## config.mk

```make
export PLATFORM = sky130hd
export DESIGN_NAME = data_select_arb
export DESIGN_NICKNAME = d
export VERILOG_FILES = /design/src/rtl/data_sel_pkg.sv /design/src/rtl/rr_pick.sv /design/src/rtl/data_select_arb.sv
export SDC_FILE = /design/constraint.sdc
export NUM_CORES = 1
export LEC_CHECK = 0
export ABC_AREA = 0
export CAP_MARGIN = 20
export CORE_MARGIN = 2
export CORE_UTILIZATION = 32
export DETAILED_ROUTE_END_ITERATION = 6
export PLACE_DENSITY = 0.89
export SLEW_MARGIN = 10
export SYNTH_ARGS = -nofsm -noshare
export SYNTH_HDL_FRONTEND = slang
export SYNTH_SLANG_ARGS = --single-unit
export TNS_END_PERCENT = 5
```

## constraint.sdc

```tcl
create_clock -name i_clk -period 2.1 [get_ports i_clk]
set_clock_uncertainty 0.1 [all_clocks]
set_input_delay 0.42 -clock i_clk [delete_from_list [all_inputs] [get_ports i_clk]]
set_output_delay 0.42 -clock i_clk [all_outputs]
set_load 0.02 [all_outputs]
```

## src/rtl/data_sel_pkg.sv

```systemverilog
// Shared constants for the data select / arbitration block.
package data_sel_pkg;

    typedef enum logic {
        MODE_MANUAL = 1'b0,
        MODE_RR     = 1'b1
    } mode_e;

endpackage

```

## src/rtl/rr_pick.sv

```systemverilog
// Combinational round-robin picker: first requester after 'last', wrapping modulo NCH.
module rr_pick #(
    parameter int NCH   = 4,
    parameter int SEL_W = $clog2(NCH)
) (
    input  logic [NCH-1:0]   req,
    input  logic [SEL_W-1:0] last,
    output logic [SEL_W-1:0] gnt,
    output logic             any
);

    int unsigned idx;

    always_comb begin
        gnt = '0;
        any = |req;
        idx = 0;
        // Walk the offsets from farthest to nearest so the nearest requester wins.
        for (int unsigned off = NCH; off >= 1; off--) begin
            idx = (int'(last) + off) % NCH;
            if (req[idx[SEL_W-1:0]]) begin
                gnt = idx[SEL_W-1:0];
            end
        end
    end

endmodule

```

## src/rtl/data_select_arb.sv

```systemverilog
// Selects one of NCH valid/ready channels (manual or round-robin) into a registered output slot.
module data_select_arb
    import data_sel_pkg::*;
#(
    parameter int WIDTH = 16,
    parameter int NCH   = 4,
    parameter int SEL_W = $clog2(NCH)
) (
    input  logic                 i_clk,
    input  logic                 i_rst,
    input  logic                 i_mode,
    input  logic [SEL_W-1:0]     i_ctrl,
    input  logic [NCH*WIDTH-1:0] i_data,
    input  logic [NCH-1:0]       i_valid,
    output logic [NCH-1:0]       o_ready,
    output logic [WIDTH-1:0]     o_data,
    output logic [SEL_W-1:0]     o_chan,
    output logic                 o_valid,
    input  logic                 i_ready
);

    logic             o_valid_q, o_valid_d;
    logic [WIDTH-1:0] o_data_q, o_data_d;
    logic [SEL_W-1:0] o_chan_q, o_chan_d;
    logic [SEL_W-1:0] last_q, last_d;

    logic [SEL_W-1:0] rr_gnt;
    logic             rr_any;
    logic [SEL_W-1:0] gnt;
    logic             gnt_ok;
    logic             space;
    logic             accept;
    logic [WIDTH-1:0] sel_data;

    rr_pick #(
        .NCH   (NCH),
        .SEL_W (SEL_W)
    ) u_rr_pick (
        .req  (i_valid),
        .last (last_q),
        .gnt  (rr_gnt),
        .any  (rr_any)
    );

    always_comb begin
        space  = !o_valid_q || i_ready;
        gnt    = '0;
        gnt_ok = 1'b0;
        if (mode_e'(i_mode) == MODE_RR) begin
            gnt    = rr_gnt;
            gnt_ok = rr_any;
        end else begin
            gnt = i_ctrl;
            // Out-of-range manual selects (non-power-of-two NCH) never grant.
            for (int unsigned k = 0; k < NCH; k++) begin
                if (i_ctrl == SEL_W'(k)) begin
                    gnt_ok = i_valid[k];
                end
            end
        end
        accept = !i_rst && space && gnt_ok;

        o_ready  = '0;
        sel_data = '0;
        for (int unsigned k = 0; k < NCH; k++) begin
            if (gnt == SEL_W'(k)) begin
                o_ready[k] = accept;
                sel_data   = i_data[k*WIDTH +: WIDTH];
            end
        end

        o_valid_d = space ? gnt_ok : o_valid_q;
        o_data_d  = accept ? sel_data : o_data_q;
        o_chan_d  = accept ? gnt : o_chan_q;
        last_d    = accept ? gnt : last_q;
    end

    always_ff @(posedge i_clk) begin
        if (i_rst) begin
            o_valid_q <= 1'b0;
            o_data_q  <= '0;
            o_chan_q  <= '0;
            last_q    <= SEL_W'(NCH - 1);
        end else begin
            o_valid_q <= o_valid_d;
            o_data_q  <= o_data_d;
            o_chan_q  <= o_chan_d;
            last_q    <= last_d;
        end
    end

    assign o_valid = o_valid_q;
    assign o_data  = o_data_q;
    assign o_chan  = o_chan_q;

endmodule

```

# Word-level counts from Yosys, hierarchy flattened
# Index checks and enable logic that the tools add are counted.
# word_totals
elab_cells	52
in_bits	74
out_inout_bits	23
register_bits	21
# classes
reduce_logical	8
magnitude_cmp	4
mux	26
addsub	4
n_eq_ne	6
# ops
op	n
2-to-1 mux 16 bit	4
2-to-1 mux 1 bit	13
< comparator 2 x 3 -> 1 bit, second input constant	4
2-to-1 mux 2 bit	5
binary-select mux 1 bit (select 2 bit)	4
== test 2 bit, second input constant	4
adder 2 x 1 -> 2 bit, second input constant	2
adder 2 bit, second input constant	2
== test 2 x 1 -> 1 bit, second input constant	2
logical NOT 2 bit	2
OR reduction 4 bit	1
logical AND 1 bit	2
logical NOT 1 bit	2
logical OR 1 bit	1

# Longest topological paths before layout
# depth
depth_word	13
ltp_mapped	8
depth_no_buf	5

# Hierarchy
# Synthesis repeated with hierarchy kept, for this count alone.
# unflattened
cells_unflattened	101
hier_area_um2	1272.5
# by_module_without_submodules
module	seq_area_each_um2	cells_per_inst	n_inst	area_each_um2
data_select_arb	420.4	87	1	1181.1
rr_pick	0.0	14	1	91.3

# Worst setup path before layout
# OpenSTA, ideal clock, no wires.
# synth_timing
path_kind	input-to-output
startpoint	input port i_ctrl[1]
endpoint	output port o_ready[0]
t_arrival_ns	1.827
path_stages	6
n_path_buf	2
path_slack_ns	-0.247
required_ns	1.580
path_cell_list	mux4_1 > a21oi_1 > or3_1 > buf_2 > buf_2 > nor3_1
# synth_between
elab_chain_len	8
word_cells_on_any_way	13
cone_classes	eq/ne: 3; mux: 7; reduce/logical: 3
# synth_lines
item	line_no	rtl
from (decl)	data_select_arb.sv:12	input logic [SEL_W-1:0] i_ctrl,
logical NOT 2 bit	data_select_arb.sv:56	if (i_ctrl == SEL_W'(k)) begin
2-to-1 mux 1 bit (4 in a row)	data_select_arb.sv:56	
2-to-1 mux 1 bit	data_select_arb.sv:49	if (mode_e'(i_mode) == MODE_RR) begin
logical AND 1 bit	data_select_arb.sv:61	accept = !i_rst && space && gnt_ok;
2-to-1 mux 1 bit (*)	data_select_arb.sv:66	if (gnt == SEL_W'(k)) begin
to (decl)	data_select_arb.sv:15	output logic [NCH-1:0] o_ready,
# Every way passes the cells marked *; elsewhere a longest branch is shown, timed or not.

# Worst setup path in the final report
# layout_timing
startpoint	input port i_valid[2]
endpoint	output port o_ready[0]
# layout_between
elab_chain_len	9
word_cells_on_any_way	20
cone_classes	mux: 17; reduce/logical: 3
# layout_lines
item	line_no	rtl
from (decl)	data_select_arb.sv:14	input logic [NCH-1:0] i_valid,
binary-select mux 1 bit (select 2 bit)	rr_pick.sv:21	if (req[idx[SEL_W-1:0]]) begin
2-to-1 mux 1 bit (implied by the code)	rr_pick.sv:21	
2-to-1 mux 2 bit (4 in a row)	rr_pick.sv:21	
2-to-1 mux 2 bit	data_select_arb.sv:49	
logical NOT 2 bit	data_select_arb.sv:66	
2-to-1 mux 1 bit (*)	data_select_arb.sv:66	
# Every way passes the cells marked *; elsewhere a longest branch is shown, timed or not. The select of a mux whose other input is x is not followed.

==> reports/qor.txt <==
outcome: finished, violations left
failing checks: setup timing
fin crit period: 2.168 ns
Routed Antenna Nets: 0
crit-path most repeated cell: buf_6
CP startpoint kind: input pin
cell taking the most area after synthesis: dfxtp_1
fmax: 461.3 MHz
Worst-path clk slew: 0.08 ns
Max clock buf depth: 2
Leak: 1.074 nW
crit path DAT: 1.65 ns
type of the most critical hold path: reg -> reg
Pre-antenna DRT Iters: 4
cells along the critical path: buf_6 > or4_4 > a21oi_4 > or3_4 > nor3_4 > buf_6
Ports: 97
PortBufs: 96
GRT Total Usage: 19.29%
Synthesis Warnings: 0
WHS Path Cells: 2
Area Growth Syn to Fin: 94.55%
DP Wirelength: 3610 µm
total negative slack: -0.3659 ns
initial antenna violation count: 0
htree depth: 1
crit path kind: in -> out
CP required: 1.58 ns
Synth top area share: 30.52%
WP buf/inv: 2
maximum VDD drop: 0.3801 mV
Starting Density: 33.95%
largest net degree at the start of global routing: 22
Hold Path Sink: o_chan[1]
RR Endpoint: o_data[11]
synth unique cells: 28
die area: 0.004846 mm²
Worst Path Max Fanout: 4
Skew-Pair Late Insertion Delay: 0.25 ns
Die Width: 69.61 µm
Max stage delay on crit path: 0.54 ns
Vias: 1553
Cell Rows: 23
count of final hold-check violations: 0
Starting DRT DRC Count: 53
kind of cell adding the most delay to the critical path: simple AND/OR/NAND/NOR gates
first-pass GRT wire length: 7790 µm
footprint of the multi-input gates: 989.7 µm²
Final Setup Violations: 12
Seq. cell area: 422.9 µm²
Slew HR: 77.98%
GP Congestion: 0.8162
reg2reg setup slack: 0.10 ns
top cells by area, synth: dfxtp_1, mux2i_1, nand3b_1, o221ai_2, o221ai_1
Mapped Nets: 216
TritonCTS Buffers: 3
hold buffer count at cts: 0
Slew Viols, Final: 0
Antenna Cells: 0
Overflow after GRT: 0
clock sink total: 21
# nets final: 326
fin worst setup slack: -0.06792 ns
measured slew at the worst slew-check pin: 0.3289 ns
CTS tree: done
sequential-to-total area share from yosys stat: 30.52%
WL per Instance: 15.63 µm
Die Ht: 69.61 µm
RSZ-0062 raised after global routing: yes
hold_sp: o_chan[1]
number of global-route vias before repair: 1667
Fillers: 346
Root Buffer Master: clkbuf_8
max_cap viols: 0
Synth Cell Area: 0.001378 mm²
Synth Instances: 142
crit end category: output port
syn avg cell area: 9.701 µm²
routed vias/inst: 5.159
PD cells: 569.1 mW/mm²
CP max stage cell: or4_4
drc violations: 0
ratio of cells with drive above 1 in the final layout: 25.90%
Final Cycle Share: 103.2%
Layout Utilization: 66.05%
R2R cell count: 7
final WL: 4705 µm
Floorplan Core Area: 0.004058 mm²
worst flop-to-flop path startpoint: last_q[1]
Yosys reg bits: 21
[synthesized netlist by cell type]
cell type	n
o221ai_2	8
nand2b_1	1
nor2b_1	4
nor2_1	6
nand3_1	2
a211oi_1	1
and2_1	1
a311oi_1	1
nand3b_1	16
o21ai_0	3
nand2_1	7
nor3_1	5
a21oi_1	4
inv_1	3
or4_1	1
mux4_1	1
o22ai_1	1
a21o_1	1
buf_4	1
or3_1	1
clkbuf_1	2
mux2i_1	32
a41oi_1	1
o211ai_1	1
buf_6	2
o221ai_1	8
dfxtp_1	21
buf_2	7
[logic make-up after synthesis]
logic type | Yosys count | share of synthesized area [%]
muxes | 33 | 25.16
DFF | 21 | 30.52
and+or+nand+nor | 44 | 18.53
AOI/OAI and AO/OA | 29 | 19.71
buffers and inverters | 15 | 6.085
[power by group]
group | leakage, nW | switching (mW) | internal (mW) | total (mW)
logic | 0.875 | 0.338 | 0.423 | 0.761
registers | 0.174 | 0.0417 | 0.465 | 0.506
clock network | 0.0255 | 0.126 | 0.132 | 0.258
[metal layers]
metal	up-vias	track usage [%]	routed length (µm)
met5	-	0	0
li1	764	-	-
met4	0	3.632	51
met3	6	6.250	428
met1	716	20.88	1788
met2	67	36.65	2438
[cell type report]
type                            instances  share of cell area, %
Sequential cell                        21                  15.78
Clock buffer                            3                  1.541
Multi-Input combinational cell        106                  36.93
Timing Repair Buffer                  117                  42.81
Inverter                                3                 0.4202
Tap cell                               50                  2.334
Clock inverter                          1                 0.1867
[placed cells by master, fill, tap and decap left out, types with 2 or more instances in the layout]
master           instances
mux2i_1                 32
nor3_1                   2
o221ai_1                 8
inv_1                    3
clkbuf_8                 3
nor3_4                   3
dfxtp_1                 19
dfxtp_2                  2
nand3b_1                16
nand2_1                  5
clkdlybuf4s50_1         84
buf_6                   11
nor2_1                   4
nand3_1                  2
buf_4                   17
o221ai_2                 8
nor2b_1                  2
nor2b_2                  2
nor2_4                   2
a21oi_1                  2
nand2_2                  2
[repair_timing]
action,4_1_cts,5_1_grt
pin swaps,10,10
endpoints found under the setup margin,24,21
buffers inserted,2,2
gates resized for setup,73,10
[how the worst max path moves through the flow]
| stage | startpoint | to | slack (ns) | cells after the start |
|---|---|---|---|---|
| floorplan | i_ctrl[1] | o_ready[0] | -0.0008 | 6 |
| global placement | i_ctrl[1] | o_ready[3] | -0.90 | 7 |
| detailed placement | i_ctrl[1] | o_ready[3] | -0.95 | 7 |
| CTS | i_ctrl[1] | o_ready[1] | -0.07 | 6 |
| global route | i_valid[2] | o_ready[3] | -0.1 | 7 |
| finish | i_valid[2] | o_ready[0] | -0.07 | 6 |
[sequential cells by signal (all words and copies together), names as in the netlist]
| register | cells |
|---|---|
| o_data | 16 |
| o_valid | 1 |
| last_q | 2 |
| o_chan | 2 |
[metrics by stage]
stage	instance area (µm²)	hold slack [ns]	setup slack [ns]	power [mW]	std cells
after global placement	2524	0.3410	-0.8970	1.215	293
after detailed placement	2524	0.3510	-0.9529	1.234	293
after floorplan	1423	0.4205	-0.0008041	0.8769	142
final	2680	0.3631	-0.06792	1.525	301
after CTS	2636	0.3589	-0.07259	1.523	299
after global routing	2680	0.3748	-0.09707	1.612	301
[worst reg2reg max path, cell delays in order (launching register included)]
cell	delay [ns]
dfxtp_2	0.40
buf_4	0.14
nand2_1	0.08
a311oi_4	0.34
buf_6	0.18
buf_6	0.23
mux2i_1	0.29
o221ai_2	0.12
(Power assumes the default switching activity.)
==> edit 1, RTL diff (same settings) <==
`NCH` is set to 4 in 2 places; all go to 8.
--- a/src/rtl/rr_pick.sv
+++ b/src/rtl/rr_pick.sv
@@ -1,6 +1,6 @@
 // Combinational round-robin picker: first requester after 'last', wrapping modulo NCH.
 module rr_pick #(
-    parameter int NCH   = 4,
+    parameter int NCH   = 8,
     parameter int SEL_W = $clog2(NCH)
 ) (
     input  logic [NCH-1:0]   req,
--- a/src/rtl/data_select_arb.sv
+++ b/src/rtl/data_select_arb.sv
@@ -3,7 +3,7 @@
     import data_sel_pkg::*;
 #(
     parameter int WIDTH = 16,
-    parameter int NCH   = 4,
+    parameter int NCH   = 8,
     parameter int SEL_W = $clog2(NCH)
 ) (
     input  logic                 i_clk,
Ports: changed (5 resized); port bits go from 97 to 171. The function was not compared with the original's and may differ.
==> edit 1 against the unedited design <==
- the flow still finishes with violations (negative setup slack)
- wire length grew to 2.7 times the old value
- register-to-register slack worse by 1.6 ns
- cell count grew 130%
- worst setup slack worse by 1.5 ns
- first-iteration DRC count grew to 3.3 times the old value
- sequential power grew 46%
- core utilization decreased by 4.7 points
- non-clock buffer count is 133 higher
- design area is 110% higher
- sequential cell count rose by 2
- synthesized area up 110%
- total power rose to 5.5 times the old value
- largest cell class is now multi-input combinational cells
- largest power group unchanged
==> edit 1: results (changes against the unedited design) <==
placed cells 683 (+130%); setup ws final -1.52 ns (-1.45 ns); Vias/cell 5.69 (+10%); NumNets Final 735 (+130%); Core Region 0.00911 mm2 (+120%); endpoints failing setup 30 (+18); multi-input combinational cell area 0.00255 mm2 (+160%); count of plain and timing-repair buffers 250 (+110%); Commonest cells post-synth nor2_1 (49), nand2_1 (29), mux2i_1 (26); Clock Latency Late Sink 0.27 ns (+0.02 ns); first-pass GRT wire length 20,300 um (+160%); grt met2 use 0.464 (+0.0972); Worst Hold Margin 0.395 ns (+0.0318 ns); run status finished with violations; met3 Track Usage GR 0.0313 (-0.0312); Max Fclk 276 MHz (-40%); final HPWL from detailed placement 10,300 um (+180%); worst-path fanout max 24 (+20); vias in the first global route 4,120 (+150%); P_seq 0.000741 W (+46%); met1 GRT Util 0.296 (+0.0872); FF+latch count 23 (+9.5%); Logic inverters 7 (+4); wire length on met3 732 um (+71%); sequential share of the synthesized area 0.156 (-0.149); drt initial violations 173 (+230%); failing checks negative setup slack; setup_tns -39.88 ns (-39.51 ns); Worst EP arrival 3.68 ns (+2.03 ns); Metal-1 WL 5020 um (+180%); Register Area 465 um2 (+10%); leakage 2.20 nW (+110%); IO Port Bufs 170 (+77%); combinational power share 0.876 (+0.377)
[edit 1: cell types whose count changed in the layout (fill, tap and decap cells not counted), moves of 13 or more]
cell	delta
nand3b_1	-13
nor3_1	+14
clkdlybuf4s50_1	+69
a31oi_1	+18
buf_4	+55
nor2_1	+40
nand2_1	+19
[edit 1: kinds of logic after synthesis]
group | after synthesis | synth area share
buffers and inverters | 43 | 0.0683
AND/OR/NAND/NOR | 123 | 0.191
flip-flops | 23 | 0.156
adder cells (fa/ha/maj) | 2 | 0.00849
XOR/XNOR | 4 | 0.0119
multiplexers | 52 | 0.233
AO/OA/AOI/OAI | 124 | 0.330
[edit 1: worst paths after layout]
| path | from | endpoint |
|---|---|---|
| max reg2reg | last_q[0] | o_data[4] |
| max | last_q[0] | o_data[4] |
| min reg2reg | o_chan[2] | o_chan[2] |
| min | o_chan[2] | o_chan[2] |
==> edit 2, RTL diff (same settings) <==
Made on the original files. `o_data_q` no longer has a reset.
--- a/src/rtl/data_select_arb.sv
+++ b/src/rtl/data_select_arb.sv
@@ -78,15 +78,17 @@
     always_ff @(posedge i_clk) begin
         if (i_rst) begin
             o_valid_q <= 1'b0;
-            o_data_q  <= '0;
             o_chan_q  <= '0;
             last_q    <= SEL_W'(NCH - 1);
         end else begin
             o_valid_q <= o_valid_d;
-            o_data_q  <= o_data_d;
             o_chan_q  <= o_chan_d;
             last_q    <= last_d;
         end
+    end
+
+    always_ff @(posedge i_clk) begin
+        o_data_q <= o_data_d;
     end
 
     assign o_valid = o_valid_q;
Formal check against the unedited RTL: differs if i_rst is asserted again (counterexample within 4 cycles, from zero or initial values and one cycle with i_rst high); with i_rst held inactive, the same outputs for 4 cycles.
==> edit 2 against the unedited design <==
- the run still ends with negative setup slack left
- hold slack gained 0.074 ns
- total power shrank 9.3%
- design area shrank 1.2%
- sequential cell count is the same
- via count shrank 14%
- synthesized area grew 3.1%
- worst setup slack lost 0.059 ns
- wire length shrank 17%
==> edit 2: results (changes against the unedited design) <==
routed wire length 3890 um (-17%); #MultiIn Comb 81 (-24%); vias in the first global route 1,442 (-13%); Max VDD drop 267 uV (-30%); run status finished with violations; Final GP Congestion 0.789 (-3.3%); DP Worst Slack -1.04 ns (-0.0904 ns); drt initial violations 35 (-34%); synth unique cells 35 (+25%); Non-clock buffer share 0.425 (-0.00297); multi-input combinational cell area 815 um2 (-18%); Post-Syn Area per Cell 12.5 um2 (+28%); worst relative slew slack 0.762 (-0.0175); Sw Share 0.281 (-0.0508); failing checks negative setup slack; layout cell share with drive strength beyond 1 0.224 (-0.0353); leakage 1.10 nW (+2.4%); sequential share of the synthesized area 0.409 (+0.104); largest cells by area after synthesis mux2i_1 (35%), edfxtp_1 (34%), dfxtp_1 (7.0%); Final Util 0.613 (-0.0479); Final clock-cell share 0.0170 (-0.000268); setup ws final -0.127 ns (-0.0587 ns); critical path class flip-flop to output pin; switching power 0.000388 W (-23%); fillers 369 (+6.6%); NumNets Final 303 (-7.1%); Primary FF master, synth edfxtp_1; placed cells 273 (-6.8%); Worst EP arrival 1.71 ns (+0.06 ns); endpoints failing setup 4 (-8); Critical Path Max Stage Delay 0.34 ns (-0.20 ns); largest net degree at the start of global routing 19 (-14%); Vias/cell 4.75 (-7.9%)
edit 2: timing repair:
action | CTS | global route
pin swaps | 10 | 1
buffers inserted | 3 | 0
hold buffers | 0 | 0
resized for setup | 61 | 6
endpoints found under the setup margin | 39 | 14
edit 2: path summary, 6_finish.rpt:
| check | end | slack, ns | depth (start not counted) |
|---|---|---|---|
| max reg2reg | o_data[12] | 0.06 | 7 |
| max | o_ready[1] | -0.13 | 7 |
| min reg2reg | o_chan[1] | 0.44 | 2 |
| min | o_chan[1] | 0.44 | 2 |
edit 2: per-layer routing:
metal	up-vias	part of all wire	global-route usage	wire length (um)
li1	662	-	-	-
met1	617	0.37	0.173	1440
met2	48	0.56	0.321	2190
met3	4	0.053	0.0342	205
met4	0	0.013	0.0503	50
met5	-	0	0	0
edit 2: cells by family after synthesis:
group | Yosys count | synth area share
AND/OR/NAND/NOR | 18 | 0.0828
buffers and inverters | 12 | 0.0749
flip-flops | 21 | 0.409
multiplexers | 50 | 0.361
AO/OA/AOI/OAI | 13 | 0.0723
